**config.mk**
```make
export PLATFORM = sky130hd
export DESIGN_NAME = cv32e40p_fetch_fifo_nmr
export DESIGN_NICKNAME = d
export VERILOG_FILES = /design/src/rtl/cv32e40p_fetch_fifo_nmr.sv
export SDC_FILE = /design/constraint.sdc
export NUM_CORES = 2
export LEC_CHECK = 0
export CAP_MARGIN = 20
export CORE_UTILIZATION = 60
export DETAILED_ROUTE_END_ITERATION = 8
export PLACE_DENSITY = 0.79
export SYNTH_ARGS = -nofsm -noshare
export SYNTH_HDL_FRONTEND = slang
export SYNTH_SLANG_ARGS = --single-unit
```
**constraint.sdc**
```tcl
create_clock -name clk -period 11.9 [get_ports clk]
set_input_delay 2.38 -clock clk [delete_from_list [all_inputs] [get_ports clk]]
set_output_delay 2.38 -clock clk [all_outputs]
set_load 0.02 [all_outputs]
```
**src/rtl/cv32e40p_fetch_fifo_nmr.sv**
```systemverilog
// Fault-tolerant instruction fetch FIFO. It keeps REPLICAS independent copies
// of storage, pointers and count, and every output is a bitwise majority vote
// over the copies. A copy that disagrees with the vote is flagged and then
// reloaded from the voted state on the following edge. Per-copy saturating
// error counters raise a sticky broken flag.
//
// Handshake: a push happens on an edge where in_valid_i & in_ready_o & ~flush_i,
// and a pop happens on an edge where out_valid_o & out_ready_i & ~flush_i.
// in_ready_o and out_valid_o depend only on registered state, never on the
// same-cycle valid/ready inputs. A pushed entry becomes visible the cycle after
// its push edge, so there is no fall-through path.
module cv32e40p_fetch_fifo_nmr #(
  parameter int unsigned DEPTH      = 4,
  parameter int unsigned DATA_W     = 32,
  parameter int unsigned ADDR_W     = 32,
  parameter int unsigned REPLICAS   = 3,
  parameter int unsigned ERR_THRESH = 4
) (
  input  logic                     clk,
  input  logic                     rst,
  input  logic                     flush_i,
  input  logic                     in_valid_i,
  output logic                     in_ready_o,
  input  logic [DATA_W-1:0]        in_rdata_i,
  input  logic [ADDR_W-1:0]        in_addr_i,
  input  logic                     in_err_i,
  output logic                     out_valid_o,
  input  logic                     out_ready_i,
  output logic [DATA_W-1:0]        out_rdata_o,
  output logic [ADDR_W-1:0]        out_addr_o,
  output logic                     out_err_o,
  output logic [$clog2(DEPTH):0]   count_o,
  input  logic [REPLICAS-1:0]      inj_i,
  input  logic [REPLICAS-1:0]      set_broken_i,
  output logic [REPLICAS-1:0]      err_detected_o,
  output logic [REPLICAS-1:0]      err_corrected_o,
  output logic [REPLICAS-1:0]      is_broken_o
);

  localparam int unsigned PW = $clog2(DEPTH);
  localparam int unsigned CW = PW + 1;
  localparam int unsigned EW = 1 + ADDR_W + DATA_W;    // {err, addr, rdata}
  localparam int unsigned TW = 2 * PW + CW + EW;       // {wptr, rptr, count, head}

  logic [PW-1:0] wptr_q [REPLICAS];
  logic [PW-1:0] rptr_q [REPLICAS];
  logic [CW-1:0] cnt_q  [REPLICAS];
  logic [EW-1:0] mem_q  [REPLICAS][DEPTH];
  logic [EW-1:0] mem_d  [REPLICAS][DEPTH];
  logic [3:0]    ecnt_q [REPLICAS];
  logic [3:0]    ecnt_d [REPLICAS];
  logic [REPLICAS-1:0] broken_q;
  logic [REPLICAS-1:0] corr_q;
  logic [REPLICAS-1:0] det;

  logic [TW-1:0] tup [REPLICAS];
  logic [TW-1:0] v_tup;
  logic [PW-1:0] v_wptr, v_rptr;
  logic [CW-1:0] v_cnt;
  logic [EW-1:0] v_head;
  logic          push, pop;
  logic [PW-1:0] n_wptr, n_rptr;
  logic [CW-1:0] n_cnt;
  logic [EW-1:0] push_entry;

  // Each copy's state tuple; the head entry is read at that copy's own rptr.
  always_comb begin
    for (int r = 0; r < REPLICAS; r++) begin
      tup[r] = {wptr_q[r], rptr_q[r], cnt_q[r], mem_q[r][rptr_q[r]]};
    end
  end

  generate
    if (REPLICAS == 3) begin : g_tmr
      assign v_tup = (tup[0] & tup[1]) | (tup[0] & tup[2]) | (tup[1] & tup[2]);
      // A copy is faulty whenever any bit of its tuple differs from the vote.
      always_comb begin
        det = '0;
        for (int r = 0; r < 3; r++) begin
          det[r] = (tup[r] != v_tup);
        end
      end
    end else begin : g_single
      assign v_tup = tup[0];
      assign det   = '0;
    end
  endgenerate

  assign {v_wptr, v_rptr, v_cnt, v_head} = v_tup;

  assign in_ready_o  = (v_cnt < CW'(DEPTH));
  assign out_valid_o = (v_cnt != '0);
  assign push        = in_valid_i & in_ready_o & ~flush_i;
  assign pop         = out_valid_o & out_ready_i & ~flush_i;
  assign push_entry  = {in_err_i, in_addr_i, in_rdata_i};

  // Next pointers/count are derived from the voted state, so every copy,
  // faulty or not, converges on the voted value at each edge.
  always_comb begin
    n_wptr = v_wptr + PW'(push);
    n_rptr = v_rptr + PW'(pop);
    n_cnt  = v_cnt + CW'(push) - CW'(pop);
    if (flush_i) begin
      n_wptr = '0;
      n_rptr = '0;
      n_cnt  = '0;
    end
  end

  // Storage update per copy: repair the voted head slot, then the push write,
  // then the injected flip of rdata bit 0 at the copy's own head slot.
  always_comb begin
    for (int r = 0; r < REPLICAS; r++) begin
      for (int i = 0; i < DEPTH; i++) begin
        mem_d[r][i] = mem_q[r][i];
        if (det[r] && (PW'(i) == v_rptr)) mem_d[r][i] = v_head;
        if (push && (PW'(i) == v_wptr))   mem_d[r][i] = push_entry;
        if (inj_i[r] && (PW'(i) == rptr_q[r])) mem_d[r][i][0] = ~mem_d[r][i][0];
      end
    end
  end

  // Saturating per-copy count of detected disagreements.
  always_comb begin
    for (int r = 0; r < REPLICAS; r++) begin
      ecnt_d[r] = ecnt_q[r];
      if (det[r] && (ecnt_q[r] < 4'(ERR_THRESH))) ecnt_d[r] = ecnt_q[r] + 4'd1;
    end
  end

  // State registers for all copies plus the error bookkeeping.
  always_ff @(posedge clk) begin
    if (rst) begin
      for (int r = 0; r < REPLICAS; r++) begin
        wptr_q[r] <= '0;
        rptr_q[r] <= '0;
        cnt_q[r]  <= '0;
        ecnt_q[r] <= '0;
        for (int i = 0; i < DEPTH; i++) mem_q[r][i] <= '0;
      end
      broken_q <= '0;
      corr_q   <= '0;
    end else begin
      for (int r = 0; r < REPLICAS; r++) begin
        wptr_q[r]   <= n_wptr;
        rptr_q[r]   <= n_rptr;
        cnt_q[r]    <= n_cnt;
        ecnt_q[r]   <= ecnt_d[r];
        broken_q[r] <= broken_q[r] | set_broken_i[r] | (ecnt_d[r] == 4'(ERR_THRESH));
        for (int i = 0; i < DEPTH; i++) mem_q[r][i] <= mem_d[r][i];
      end
      corr_q <= det;
    end
  end

  assign out_err_o       = v_head[EW-1];
  assign out_addr_o      = v_head[DATA_W +: ADDR_W];
  assign out_rdata_o     = v_head[DATA_W-1:0];
  assign count_o         = v_cnt;
  assign err_detected_o  = det;
  assign err_corrected_o = corr_q;
  assign is_broken_o     = broken_q;

endmodule

```
After elaboration in Yosys (flattened, before gate mapping)
Memory sizes are Yosys's and may differ from the RTL's.
Cells that the tools add are included.
Storage, ports and cells
  output and inout port bits: 79
  memory bits (writable): 813
  memories kept: 5
  register bits: 6
  input port bits: 76
Cells by class
  muxes and demuxes: 78
  reductions and logical operators: 37
  add/subtract/negate cells: 7
  magnitude comparators: 7
  bitwise gates (word level): 55
  equal/unequal tests: 21
Memories
  mem_q: words 3, bits a word 260, read ports 3, clocked after memory_dff 0, write ports 3, line 48  | logic [EW-1:0] mem_q [REPLICAS][DEPTH];
  ecnt_q: words 3, bits a word 4, read ports 3, clocked after memory_dff 0, write ports 3, line 50  | logic [3:0] ecnt_q [REPLICAS];
  cnt_q: words 3, bits a word 3, read ports 3, clocked after memory_dff 0, write ports 3, line 47  | logic [CW-1:0] cnt_q [REPLICAS];
  rptr_q: words 3, bits a word 2, read ports 3, clocked after memory_dff 0, write ports 3, line 46  | logic [PW-1:0] rptr_q [REPLICAS];
  wptr_q: words 3, bits a word 2, read ports 3, clocked after memory_dff 0, write ports 3, line 45  | logic [PW-1:0] wptr_q [REPLICAS];
Operators by type and width (count)
  $mux W65: 42
  $bmux W65 S2: 3
  $and A72 B72 Y72: 3
  $ne A72 B72 Y1: 3
  $or A72 B72 Y72: 2
  $logic_and A1 B1 Y1: 31
  $or A1 B1 Y1: 30
  $mux W4: 6
  $eq A2 B2 Y1 const A: 10
  $mux W2: 8
  $mux W1: 15
  $not A1 Y1: 13
  $add A4 B1 Y4 const B: 3
  $eq A4 B3 Y1 const B: 3
  $lt A4 B3 Y1 const B: 3
  $mux W3: 4
  $eq A1 B2 Y1 const A: 5
  $logic_not A2 Y1: 5
  $ge A3 B3 Y1 const B: 3
  $not A2 Y3: 3
  $add A2 B1 Y2: 2
  $and A1 B1 Y1: 4
  $add A3 B1 Y3: 1
  $lt A3 B3 Y1 const B: 1
  2 further kinds: 2

Depth between registers and ports, before layout
  word-level depth: 15
  depth in mapped cells: 19
  depth with buffers taken out: 10

Worst setup path before layout
OpenSTA, ideal clock, no wires.
  kind: flip-flop to output port
  from: memory rptr_q[0][4] in the netlist's numbering
  to: output err_detected_o[1]
  data required time: 9520 ps
  arrival time: 3188 ps
  setup slack: 6332 ps
  stages on the path, launching flop included: 16
  cell sequence: dfxtp_1 buf_4 buf_6 buf_6 buf_4 buf_2 buf_2 mux4_2 a21oi_1 o22ai_1 or3_1 nor4_1 nand4_1 nor2_2 buf_6 inv_1
RTL lines
  from (decl): line 46
  to (decl): line 35  | output logic [REPLICAS-1:0] err_detected_o,

==> results.toml <==
[worst_setup_path]
crit_family = "simple AND/OR/NAND/NOR gates"
ff2ff_setup_slack_ns = 4.80
start_kind = "register"
endpoint_kind = "output pin"
crit_slowest_cell = "dfxtp_4"
r2r-end = "mem_q[0][520]$_SDFF_PP0_"
path_max_fanout = 78
required_ns = 9.52
r2r_start = "rptr_q[0][3]$_SDFF_PP0_"
cp.arrival_ns = 5.84
critPathKind = "register to output pin"
rr_worst_depth = 14
path_common_cell = "or4_1"
max_stage_delay_ns = 0.91
crit_buf_inv = 4
path_cells = "buf_12 > mux4_2 > a21oi_2 > nor2_1 > or4_1 > or4_1 > or4_1 > nor2_2 > buf_4 > inv_1 > clkdlybuf4s50_1"

[timing]
fmax_mhz = 122
skew_ns = 0.0353
fin_ws_ns = 3.68
slew_headroom_pct = 14.5
worst-slew-pin-transition_ns = 1.28
setup_tns_ns = 0
hold_slack_ns = 0.450
hold_violations = 0
layout_min_cycle_time_ns = 8.22
fin_crit_sh_pct = 69.1
slew_violations = 0
setup_viol = 0
rsz0062_at_grt = "no"

[final_layout]
fill_cells = 5092
nets = 4342
stdcell_area_mm2 = 0.0440
syn_to_final_growth_pct = 11.1
final_util_pct = 67.8
layout.cells.non_filler = 5182
drive_gt1_share_pct = 15.7

[cts]
clk_path_buf_depth = 3
cts-htree-levels = 3
cts_tree = "done"
cts_buffers = 83
path_clk_slew_ns = 0.06
post-cts-setup-buffers = 0
clock_latency_ns = 0.66
post_cts_resized = 0
hold_buffers = 0
root_buffer = "clkbuf_16"
clock_sinks = 805

[global_route]
overflow = 0
grt_pass1_wl_um = 191000
grt_max_degree = 229
grt_usage_pct = 37.2
antenna_found_initial = 3
grt_pass1_vias = 32140

[floorplan]
die-height_um = 259
row_count = 93
fp.dieW_um = 259
die_area_mm2 = 0.0670
core_area_mm2 = 0.0648
start_util_pct = 61.0
io_pins = 155

[routing]
first_pass_iters = 7
via_per_inst = 6.52
met1_length_um = 48800
vias = 33769
totalWireLength_um = 126000
drc_errors = 0
drtIter0Drc = 3871
wl_met2_um = 56600
routed-wl-met3_um = 13900
avgRoutedWirePerCell_um = 24.4
ant_nets = 0
highest_layer = "met5"

[logic_synthesis]
synth.most_common_cell = "dfxtp_1"
synth_area_mm2 = 0.0396
syn_inst = 4331
synth_top_cell_by_area = "dfxtp_1"
synth-async-reset-ratio_pct = 0
synth.avg_cell_area_um2 = 9.14
synth_edf_count = 0
yosysWarnings = 0
synth-seq-cells = 805
yosys-top-cells-count = "805 x dfxtp_1, 696 x nor2_1, 514 x a211oi_1"
ys_top_cells_by_area = "dfxtp_1 41%, mux4_2 11%, a211oi_1 9.8%, mux2i_1 7.0%, nor2_1 6.6%"
synthesis.nets = 4415
ys_seq_area_share_pct = 40.7
synth_top_cell_area_share_pct = 40.7
yosysUniqueCellTypes = 65
synth_top_flop_cell = "dfxtp_1"

[status]
status = "completed"

[job]
maxCapViolations = 0

[power]
power_frac_comb_pct = 9.6
vdd_ir_drop_max_mv = 0.0939
p_sw_share_pct = 25.3
p_per_area_mw_per_mm2 = 139
p_leak_nw = 15.2
intPower_mw = 4.57
p_sw_mw = 1.55
share_seq_of_total_power_pct = 45.6
power_frac_clock_pct = 44.8
total_power_mw = 6.12

[place]
gp_congestion = 1.07
placed_area_mm2 = 0.0411
io_buffers = 154
dpl_worst_slack_ns = 4.44
dp_hpwl_um = 80700
placed_cells = 5028

[hold_path]
holdCritStartpoint = "mem_q[0][574]$_SDFFE_PP0P_"
hold_path_depth = 2
hold_path.class = "register to register"
holdPathEnd = "mem_q[0][574]$_SDFFE_PP0P_"
==> tightest hold or removal path: stages (launching register included) <==
cell and delay (ns):
dfxtp_1 0.31, nand2_1 0.05, a21oi_1 0.05
==> layout make-up <==
class	count	area, um^2	area share [%]
multi-input combinational	3138	21800	49.7
sequential	805	16100	36.7
clock buffer	121	2480	5.65
timing repair buffer	195	1930	4.39
tap	855	1070	2.43
clock inverter	32	384	0.874
inverter	35	131	0.299
antenna	1	2.50	0.00569
==> power by group through the flow <==
stage                     clock network [mW]  logic [mW]  registers, mW
after floorplan                            0       0.372           2.84
final                                   2.74       0.587           2.79
after global placement                     0       0.555           2.85
after CTS                               2.75       0.568           2.79
after detailed placement                   0       0.565           2.85
after global routing                    2.85       0.618           2.80
==> cells in the final DEF (no fill, tap or decap), types with 32 or more instances in the layout <==
| cell type | n |
|---|---|
| nor2b_1 | 117 |
| dfxtp_1 | 803 |
| a21oi_1 | 408 |
| inv_1 | 35 |
| nand4_1 | 32 |
| nand2_1 | 313 |
| nor2_1 | 696 |
| nor3_1 | 60 |
| a211oi_1 | 514 |
| mux4_2 | 195 |
| clkbuf_16 | 85 |
| mux2i_1 | 275 |
| clkdlybuf4s50_1 | 153 |
| or2_2 | 258 |
| o21ai_0 | 36 |
| buf_4 | 35 |
==> layer usage <==
metal / vias up / track usage (%)
li1: 15448 / -
met1: 16029 / 48.0
met2: 1871 / 58.1
met3: 417 / 8.37
met4: 4 / 20.0
met5: - / 0
==> sequential cells by signal, summed over array words and instances, names as in the netlist <==
register and cells:
rptr_q 2, err_corrected_o 3, mem_q 780, wptr_q 2, is_broken_o 3, cnt_q 3, ecnt_q 12
==> how the worst max path moves through the flow <==
| stage | start | to | slack (ns) | cells past startpoint |
|---|---|---|---|---|
| finish | rptr_q[0][3]$_SDFF_PP0_ | err_detected_o[1] | 3.68 | 11 |
| global route | rptr_q[0][3]$_SDFF_PP0_ | err_detected_o[1] | 3.53 | 11 |
| CTS | rptr_q[0][3]$_SDFF_PP0_ | err_detected_o[1] | 3.75 | 11 |
| detailed placement | rptr_q[0][3]$_SDFF_PP0_ | err_detected_o[1] | 4.44 | 11 |
| global placement | rptr_q[0][3]$_SDFF_PP0_ | err_detected_o[1] | 4.48 | 11 |
| floorplan | rptr_q[0][4]$_SDFF_PP0_ | err_detected_o[1] | 6.33 | 15 |
==> cells by family after synthesis <==
| family | Yosys count | synth area share, % |
|---|---|---|
| AOI/OAI and AO/OA | 1048 | 17.1 |
| muxes | 486 | 18.5 |
| adders and majority gates | 9 | 0.297 |
| and+or+nand+nor | 1588 | 18.7 |
| xor gates and xnor gates | 7 | 0.155 |
| DFF | 805 | 40.7 |
| buffers and inverters | 388 | 4.46 |
No activity file was read; power rests on OpenSTA's default activity.
